## src/rtl/npc_pkg.sv

```systemverilog
// Shared encodings for the NPC sprite layer: game states, facing directions
// and screen coordinate widths.
package npc_pkg;

  typedef enum logic [1:0] {
    IDLE    = 2'd0,
    PLAYING = 2'd1,
    PAUSED  = 2'd2
  } npc_state_t;

  localparam logic DIR_LEFT  = 1'b0;
  localparam logic DIR_RIGHT = 1'b1;

  localparam int X_W = 10;
  localparam int Y_W = 9;

endpackage

```

## src/rtl/npc_anim_div.sv

```systemverilog
// Tick divider plus animation frame counter. wrap pulses combinationally in
// the enabled cycle that takes the frame from NUM_FRAMES-1 back to 0.
module npc_anim_div #(
  parameter int NUM_FRAMES = 4,
  parameter int FRAME_DIV  = 16,
  localparam int FW = $clog2(NUM_FRAMES)
) (
  input  logic          clk,
  input  logic          rst,
  input  logic          en,
  input  logic          clear,
  output logic [FW-1:0] frame,
  output logic          wrap
);

  localparam int DW = (FRAME_DIV > 1) ? $clog2(FRAME_DIV) : 1;

  logic [DW-1:0] div;
  logic          div_last;
  logic          frame_last;

  assign div_last   = (div == DW'(FRAME_DIV - 1));
  assign frame_last = (frame == FW'(NUM_FRAMES - 1));
  assign wrap       = en && !clear && div_last && frame_last;

  // clear outranks en so a return home never advances the animation.
  always_ff @(posedge clk or negedge rst) begin
    if (!rst) begin
      div   <= '0;
      frame <= '0;
    end else if (clear) begin
      div   <= '0;
      frame <= '0;
    end else if (en) begin
      if (div_last) begin
        div   <= '0;
        frame <= frame_last ? '0 : frame + FW'(1);
      end else begin
        div <= div + DW'(1);
      end
    end
  end

endmodule

```

## src/rtl/npc_sprite.sv

```systemverilog
// NPC sprite controller: game state FSM, N-frame animation and facing.
// Define NPC_PATROL_EN for horizontal patrol between X_MIN and X_MAX.
module npc_sprite
  import npc_pkg::*;
#(
  parameter int INIT_X     = 280,
  parameter int INIT_Y     = 27,
  parameter int X_MIN      = 200,
  parameter int X_MAX      = 360,
  parameter int STEP       = 1,
  parameter int NUM_FRAMES = 4,
  parameter int FRAME_DIV  = 16,
  localparam int FW = $clog2(NUM_FRAMES)
) (
  input  logic           clk,
  input  logic           rst,
  input  logic           tick,
  input  logic           start,
  input  logic           over,
  input  logic           pause,
  output logic [X_W-1:0] x,
  output logic [Y_W-1:0] y,
  output logic [1:0]     state,
  output logic [FW-1:0]  frame,
  output logic           facing
);

  if (X_MIN > INIT_X || INIT_X > X_MAX || X_MAX >= 640 || STEP < 1 ||
      STEP > X_MAX - X_MIN || NUM_FRAMES < 2 || FRAME_DIV < 1) begin : g_bad_params
    $error("npc_sprite: parameter set out of range");
  end

  npc_state_t st_q, st_d;
  logic       go_home;
  logic       tick_apply;
  logic       frame_wrap;

  always_ff @(posedge clk or negedge rst) begin
    if (!rst) st_q <= IDLE;
    else      st_q <= st_d;
  end

  // over always wins; start is ignored while over is still asserted.
  always_comb begin
    st_d = st_q;
    case (st_q)
      IDLE:    if (start && !over) st_d = PLAYING;
      PLAYING: if (over) st_d = IDLE; else if (pause) st_d = PAUSED;
      PAUSED:  if (over) st_d = IDLE; else if (!pause) st_d = PLAYING;
      default: st_d = IDLE;
    endcase
  end

  // A tick counts only from PLAYING and never on the way back to IDLE.
  assign go_home    = (st_d == IDLE);
  assign tick_apply = tick && (st_q == PLAYING) && !go_home;

  assign state = st_q;
  assign y     = Y_W'(INIT_Y);

  npc_anim_div #(
    .NUM_FRAMES(NUM_FRAMES),
    .FRAME_DIV (FRAME_DIV)
  ) u_anim (
    .clk  (clk),
    .rst  (rst),
    .en   (tick_apply),
    .clear(go_home),
    .frame(frame),
    .wrap (frame_wrap)
  );

`ifdef NPC_PATROL_EN
  localparam logic [X_W:0] STEP_E = (X_W + 1)'(STEP);
  localparam logic [X_W:0] XMIN_E = (X_W + 1)'(X_MIN);
  localparam logic [X_W:0] XMAX_E = (X_W + 1)'(X_MAX);

  logic unused_wrap;
  assign unused_wrap = frame_wrap;

  // Bound comparisons use one extra bit so x+STEP cannot overflow and the
  // left check never subtracts from x.
  always_ff @(posedge clk or negedge rst) begin
    if (!rst) begin
      x      <= X_W'(INIT_X);
      facing <= DIR_RIGHT;
    end else if (go_home) begin
      x      <= X_W'(INIT_X);
      facing <= DIR_RIGHT;
    end else if (tick_apply) begin
      if (facing == DIR_RIGHT) begin
        if ({1'b0, x} + STEP_E >= XMAX_E) begin
          x      <= X_W'(X_MAX);
          facing <= DIR_LEFT;
        end else begin
          x <= x + X_W'(STEP);
        end
      end else begin
        if ({1'b0, x} <= XMIN_E + STEP_E) begin
          x      <= X_W'(X_MIN);
          facing <= DIR_RIGHT;
        end else begin
          x <= x - X_W'(STEP);
        end
      end
    end
  end
`else
  assign x = X_W'(INIT_X);

  // Legacy sway: flip facing once per complete animation cycle.
  always_ff @(posedge clk or negedge rst) begin
    if (!rst)            facing <= DIR_RIGHT;
    else if (go_home)    facing <= DIR_RIGHT;
    else if (frame_wrap) facing <= ~facing;
  end
`endif

endmodule

```

## config.mk

```make
export PLATFORM = sky130hd
export DESIGN_NAME = npc_sprite
export DESIGN_NICKNAME = d
export VERILOG_FILES = /design/src/rtl/npc_pkg.sv /design/src/rtl/npc_anim_div.sv /design/src/rtl/npc_sprite.sv
export SDC_FILE = /design/constraint.sdc
export NUM_CORES = 1
export LEC_CHECK = 0
export CAP_MARGIN = 20
export CORE_MARGIN = 10
export CORE_UTILIZATION = 36
export CTS_CLUSTER_DIAMETER = 30
export DETAILED_ROUTE_END_ITERATION = 10
export GPL_TIMING_DRIVEN = 0
export HOLD_SLACK_MARGIN = 0.03
export PLACE_DENSITY = 0.77
export SLEW_MARGIN = 15
export SYNTH_ARGS = -nofsm -noshare
export SYNTH_HDL_FRONTEND = slang
export SYNTH_HIERARCHICAL = 1
export SYNTH_SLANG_ARGS = --single-unit
```

## constraint.sdc

```tcl
create_clock -name clk -period 1.9 [get_ports clk]
set_input_delay 0.38 -clock clk [delete_from_list [all_inputs] [get_ports clk]]
set_output_delay 0.38 -clock clk [all_outputs]
set_load 0.01 [all_outputs]
```

### Word-level counts from Yosys, hierarchy flattened

Cells that the tools add are included.

| storage, ports and cells | value |
|---|---|
| logic and storage cells | 40 |
| input bits | 6 |
| output and inout port bits | 24 |
| register bits after elaboration | 9 |

| operators by class | value |
|---|---|
| multiplexer cells | 15 |
| add/subtract/negate cells | 2 |
| bitwise operators | 1 |
| reduce and logical (&&, ||, !) cells | 14 |
| equal/unequal tests | 4 |

Operators by type and width:

| kind | count |
|---|---|
| $mux W2 | 9 |
| $mux W4 | 3 |
| $logic_and A1 B1 Y1 | 6 |
| $pmux W2 S3 | 1 |
| $reduce_bool A2 Y1 | 3 |
| $add A4 B1 Y4 const B | 1 |
| $eq A2 B2 Y1 const B | 2 |
| $eq A4 B4 Y1 const B | 1 |
| $logic_not A2 Y1 | 2 |
| $add A2 B1 Y2 const B | 1 |
| $eq A2 B1 Y1 const B | 1 |
| $logic_not A1 Y1 | 2 |
| $mux W1 | 2 |
| $reduce_and A2 Y1 | 1 |
| $not A1 Y1 | 1 |

### Longest topological paths before layout

| logic depth | value |
|---|---|
| depth after elaboration | 12 |
| gate-level depth with buffers | 6 |
| mapped depth without buffers | 6 |

### Modules after synthesis

Netlist, hierarchy kept.

By module, submodules not included:

| module | cells each | times used | seq. area each (sq um) | area each (sq um) |
|---|---|---|---|---|
| npc_sprite | 37 | 1 | 76.3 | 337.8 |
| npc_anim_div | 29 | 1 | 150.1 | 302.8 |

### Least setup slack after synthesis

OpenSTA, ideal clock, no wires.

| path | value |
|---|---|
| kind | reg2reg |
| start point | reg st_q[0] (netlist: state[0]) |
| end point | reg facing |
| period minus slack after synthesis | 1.869 ns |
| slack | 0.031 ns |
| buffers on the path | 0 |
| required time | 1.806 ns |
| cell stages (with the launch flop) | 7 |
| data arrival time | 1.775 ns |
| cell sequence | dfrtp_1 inv_1 nor4b_2 nand4_2 nor3b_1 xnor2_1 o311ai_1 |

| between the ends | value |
|---|---|
| longest elaborated chain between the ends | 10 |
| elaborated cells on any way between the ends | 18 |

RTL lines:

| element | line | text |
|---|---|---|
| start: declaration | npc_sprite.sv:33 | `npc_state_t st_q, st_d;` |
| start signal: assignment | npc_sprite.sv:40 | `else st_q <= st_d;` |
| $mux W2, on equally long branches (2 in a row) | npc_sprite.sv:49, npc_sprite.sv:48 |  |
| $pmux W2 S3 | npc_sprite.sv:46 | `case (st_q)` |
| $logic_not A2 Y1 | npc_sprite.sv:55 | `assign go_home = (st_d == IDLE);` |
| $logic_not A1 Y1 | npc_sprite.sv:56 | `assign tick_apply = tick && (st_q == PLAYING) && !go_home;` |
| $logic_and A1 B1 Y1 (*) | npc_sprite.sv:56 |  |
| named net tick_apply | npc_sprite.sv:35 | `logic tick_apply;` |
| $logic_and A1 B1 Y1 (*) (3 in a row) | npc_anim_div.sv:24 | `assign wrap = en && !clear && div_last && frame_last;` |
| named net frame_wrap | npc_sprite.sv:36 | `logic frame_wrap;` |
| $reduce_bool A2 Y1 (no source line) (*) | n/a |  |
| end signal: assignment | npc_sprite.sv:115 | `else if (frame_wrap) facing <= ~facing;` |
| end: declaration | npc_sprite.sv:25 | `output logic facing` |

The timed path passes the listed nets; every way through them passes the cells marked *.
A chain may end at the register's enable or synchronous reset.

### Final worst setup path

| path | value |
|---|---|
| start point | in over |
| end point | reg u_anim.div[3] |

| between the ends | value |
|---|---|
| longest elaborated chain between the ends | 8 |
| elaborated cells on any way between the ends | 11 |

RTL lines:

| element | line | text |
|---|---|---|
| start: declaration | npc_sprite.sv:19 | `input logic over,` |
| $logic_not A1 Y1 | npc_sprite.sv:47 | `IDLE: if (start && !over) st_d = PLAYING;` |
| $logic_and A1 B1 Y1 | npc_sprite.sv:47 |  |
| $mux W2 | npc_sprite.sv:47 |  |
| $pmux W2 S3 (*) | npc_sprite.sv:46 |  |
| $logic_not A2 Y1 (*) | npc_sprite.sv:55 |  |
| $logic_not A1 Y1 (*) | npc_sprite.sv:56 |  |
| $logic_and A1 B1 Y1 (*) | npc_sprite.sv:56 |  |
| named net tick_apply | npc_sprite.sv:35 |  |
| $reduce_bool A2 Y1 (no source line) (*) | n/a |  |
| end signal: assignment | npc_anim_div.sv:39 | `div <= div + DW'(1);` |
| end: declaration | npc_anim_div.sv:18 | `logic [DW-1:0] div;` |

Marked as above.

==> results.cfg <==
[outcome]
outcome = complete, no violations

[finish]
syn2layout_area_growth_pct = 39.1
n_antenna_cell = 0
final_common_cell = buf_4
fin_cells = 123
seq_area_sq_um = 228
final_cell_mix = 20 x buf_4, 19 x conb_1, 10 x clkdlybuf4s50_1, 7 x dfrtp_1
fill_cells = 158
multiInputGateArea_sq_um = 339
final_nets = 107
drive_gt1_share_pct = 32.7
final_util_pct = 52.2

[setup_path]
crit_type = in2reg
cp_data_arrival_time_ps = 1920
critPathMaxFanout = 4
cp.required_ps = 2100
start_kind = primary input
critPathCaptureType = flop

[synthesis]
synth_top_cell_area_share_pct = 31.3
synthCells = 66
synth.distinct_cells = 24
synth.avg_cell_area_sq_um = 9.71
synth_warnings = 6
synth_top_area_cell = dfrtp_1
syn_area_sq_um = 641
synth-seq-cells = 9
synth_seq_area_share_pct = 35.4
synthTopCellsByArea = dfrtp_1 31%, buf_4 22%, mux2i_1 4.7%

[sta]
timing.final.ws_setup_ps = 178
rsz0062_at_grt = false
drv_slew = 0
setup_viol = 0
hold_viol = 0
fmax_mhz = 581
tightestPinTransition_ps = 529
min_period_over_period_pct = 90.6
skew_ps = 7.99
period_minus_slack_ps = 1720
slew_headroom_pct = 64.5

[cts]
cts_root_buffer = clkbuf_4
clock-sinks = 9
cts_buffers = 3
cts_buffer_depth = 2
clk_pin_slew_ps = 70
cts_htree_levels = 1
cts_tree = built
insertion_delay_ps = 270

[floorplanning]
die_w_um = 62.2
core-area_sq_um = 1710
die_h_um = 62.2
ioPinCount = 30
initial_utilization_pct = 37.5
die_area_sq_um = 3870
row_count = 15

[placement]
dp_hpwl_um = 1080
dp_cells = 118
portBuffers = 10
pre_cts_ws_ps = -415
gp_congestion = 0.658

[power_and_ir_drop]
peakVddDrop_v = 0.000163
power_leakage_nw = 0.431
pwr_density_cell_nw_per_um2 = 513

[global_route]
gr-total-overflow = 0
grt_pass1_wl_um = 2250
antenna_found_initial = 0
grt_pass1_vias = 535
grt_max_degree = 10
track_usage_pct = 6.95

[drt]
drt_first_pass_iters = 3
viasPerCell = 3.95
routed_wl_um = 1300
drc = 0
ant_nets = 0
drt_iter0_markers = 5
wl_per_cell_um = 10.6
num_vias = 486

[flow_run]
maxCapViolCount = 0

[min_path]
hp-class = in2async
per-layer routing:
layer / up-vias / share of wire [%] / GRT usage, %
met1: 209 / 40 / 6.56
li1: 251 / - / -
met2: 21 / 46 / 11.5
met5: - / 0 / 0
met3: 5 / 11 / 4.30
met4: 0 / 2.7 / 3.43
critical path, cell delays in order:
cell and delay (ps):
clkdlybuf4s50_1 510, nor4b_4 290, buf_4 190, nand2_1 60
or3_1 340, a21oi_1 140
cell families after synthesis:
logic type / count (synthesis) / share of synthesized area (%)
AO/OA/AOI/OAI: 10 / 10.9
buffers and inverters: 21 / 24.6
other: 2 / 1.17
XOR/XNOR: 3 / 4.10
flip-flops: 9 / 35.4
AND/OR/NAND/NOR: 16 / 15.2
adder cells (fa/ha/maj): 2 / 3.91
multiplexers: 3 / 4.69
flip-flops by register name, indices dropped and copies added, names as in the netlist:
name          count
state             2
facing            1
u_anim/frame      2
u_anim/div        4
layout make-up:
class | count | area share, %
Multi-Input combinational cell | 53 | 38.1
Tap cell | 25 | 3.51
Clock inverter | 1 | 0.562
Timing Repair Buffer | 11 | 12.1
Inverter | 1 | 0.421
Sequential cell | 9 | 25.6
Clock buffer | 3 | 2.53
Buffer | 20 | 17.3
cell usage after synthesis (all sizes together):
master   n
a21oi    4
xor2     1
buf     20
nor2     4
nand2b   2
o21a     1
xnor2    2
dfrtp    8
ha       2
o31ai    1
a31oi    1
conb     2
dfstp    1
inv      1
nor4b    1
or3      2
o21ai    1
nand4    1
a311oi   1
o311ai   1
mux2i    3
nor3b    2
nand2    4
where the power goes:
part	internal [mW]	total [mW]	switching [mW]
clock	0.0778	0.150	0.0723
combinational	0.0553	0.105	0.0496
sequential	0.196	0.202	0.00627
total	0.329	0.457	0.128
through the flow:
step,hold WS (ps),setup TNS (ps),cell area [sq um],total power [mW]
CTS,420,0,872,0.454
floorplan,84.4,0,704,0.275
finish,399,0,891,0.457
global route,426,0,891,0.484
detailed placement,573,-1350,836,0.302
global placement,544,-928,836,0.301
worst paths after layout:
path	start	end	slack [ps]	cells past startpoint
setup / recovery	over	u_anim/div[3]	180	6
hold / removal	rst	u_anim/div[3]	400	1
setup reg to reg	state[0]	u_anim/div[3]	240	6
hold reg to reg	state[0]	facing	580	1
max in group asynchronous	rst	facing	1170	1
min in group clk	state[0]	facing	580	1
repair_timing:
action | 4_1_cts | 5_1_grt
setup buffers | 0 | 1
hold buffers | 0 | 0
pin swaps | 0 | 1
gates resized for setup | 1 | 3
endpoints found under the setup margin | 2 | 3
Power figures use the tool's default switching activity.
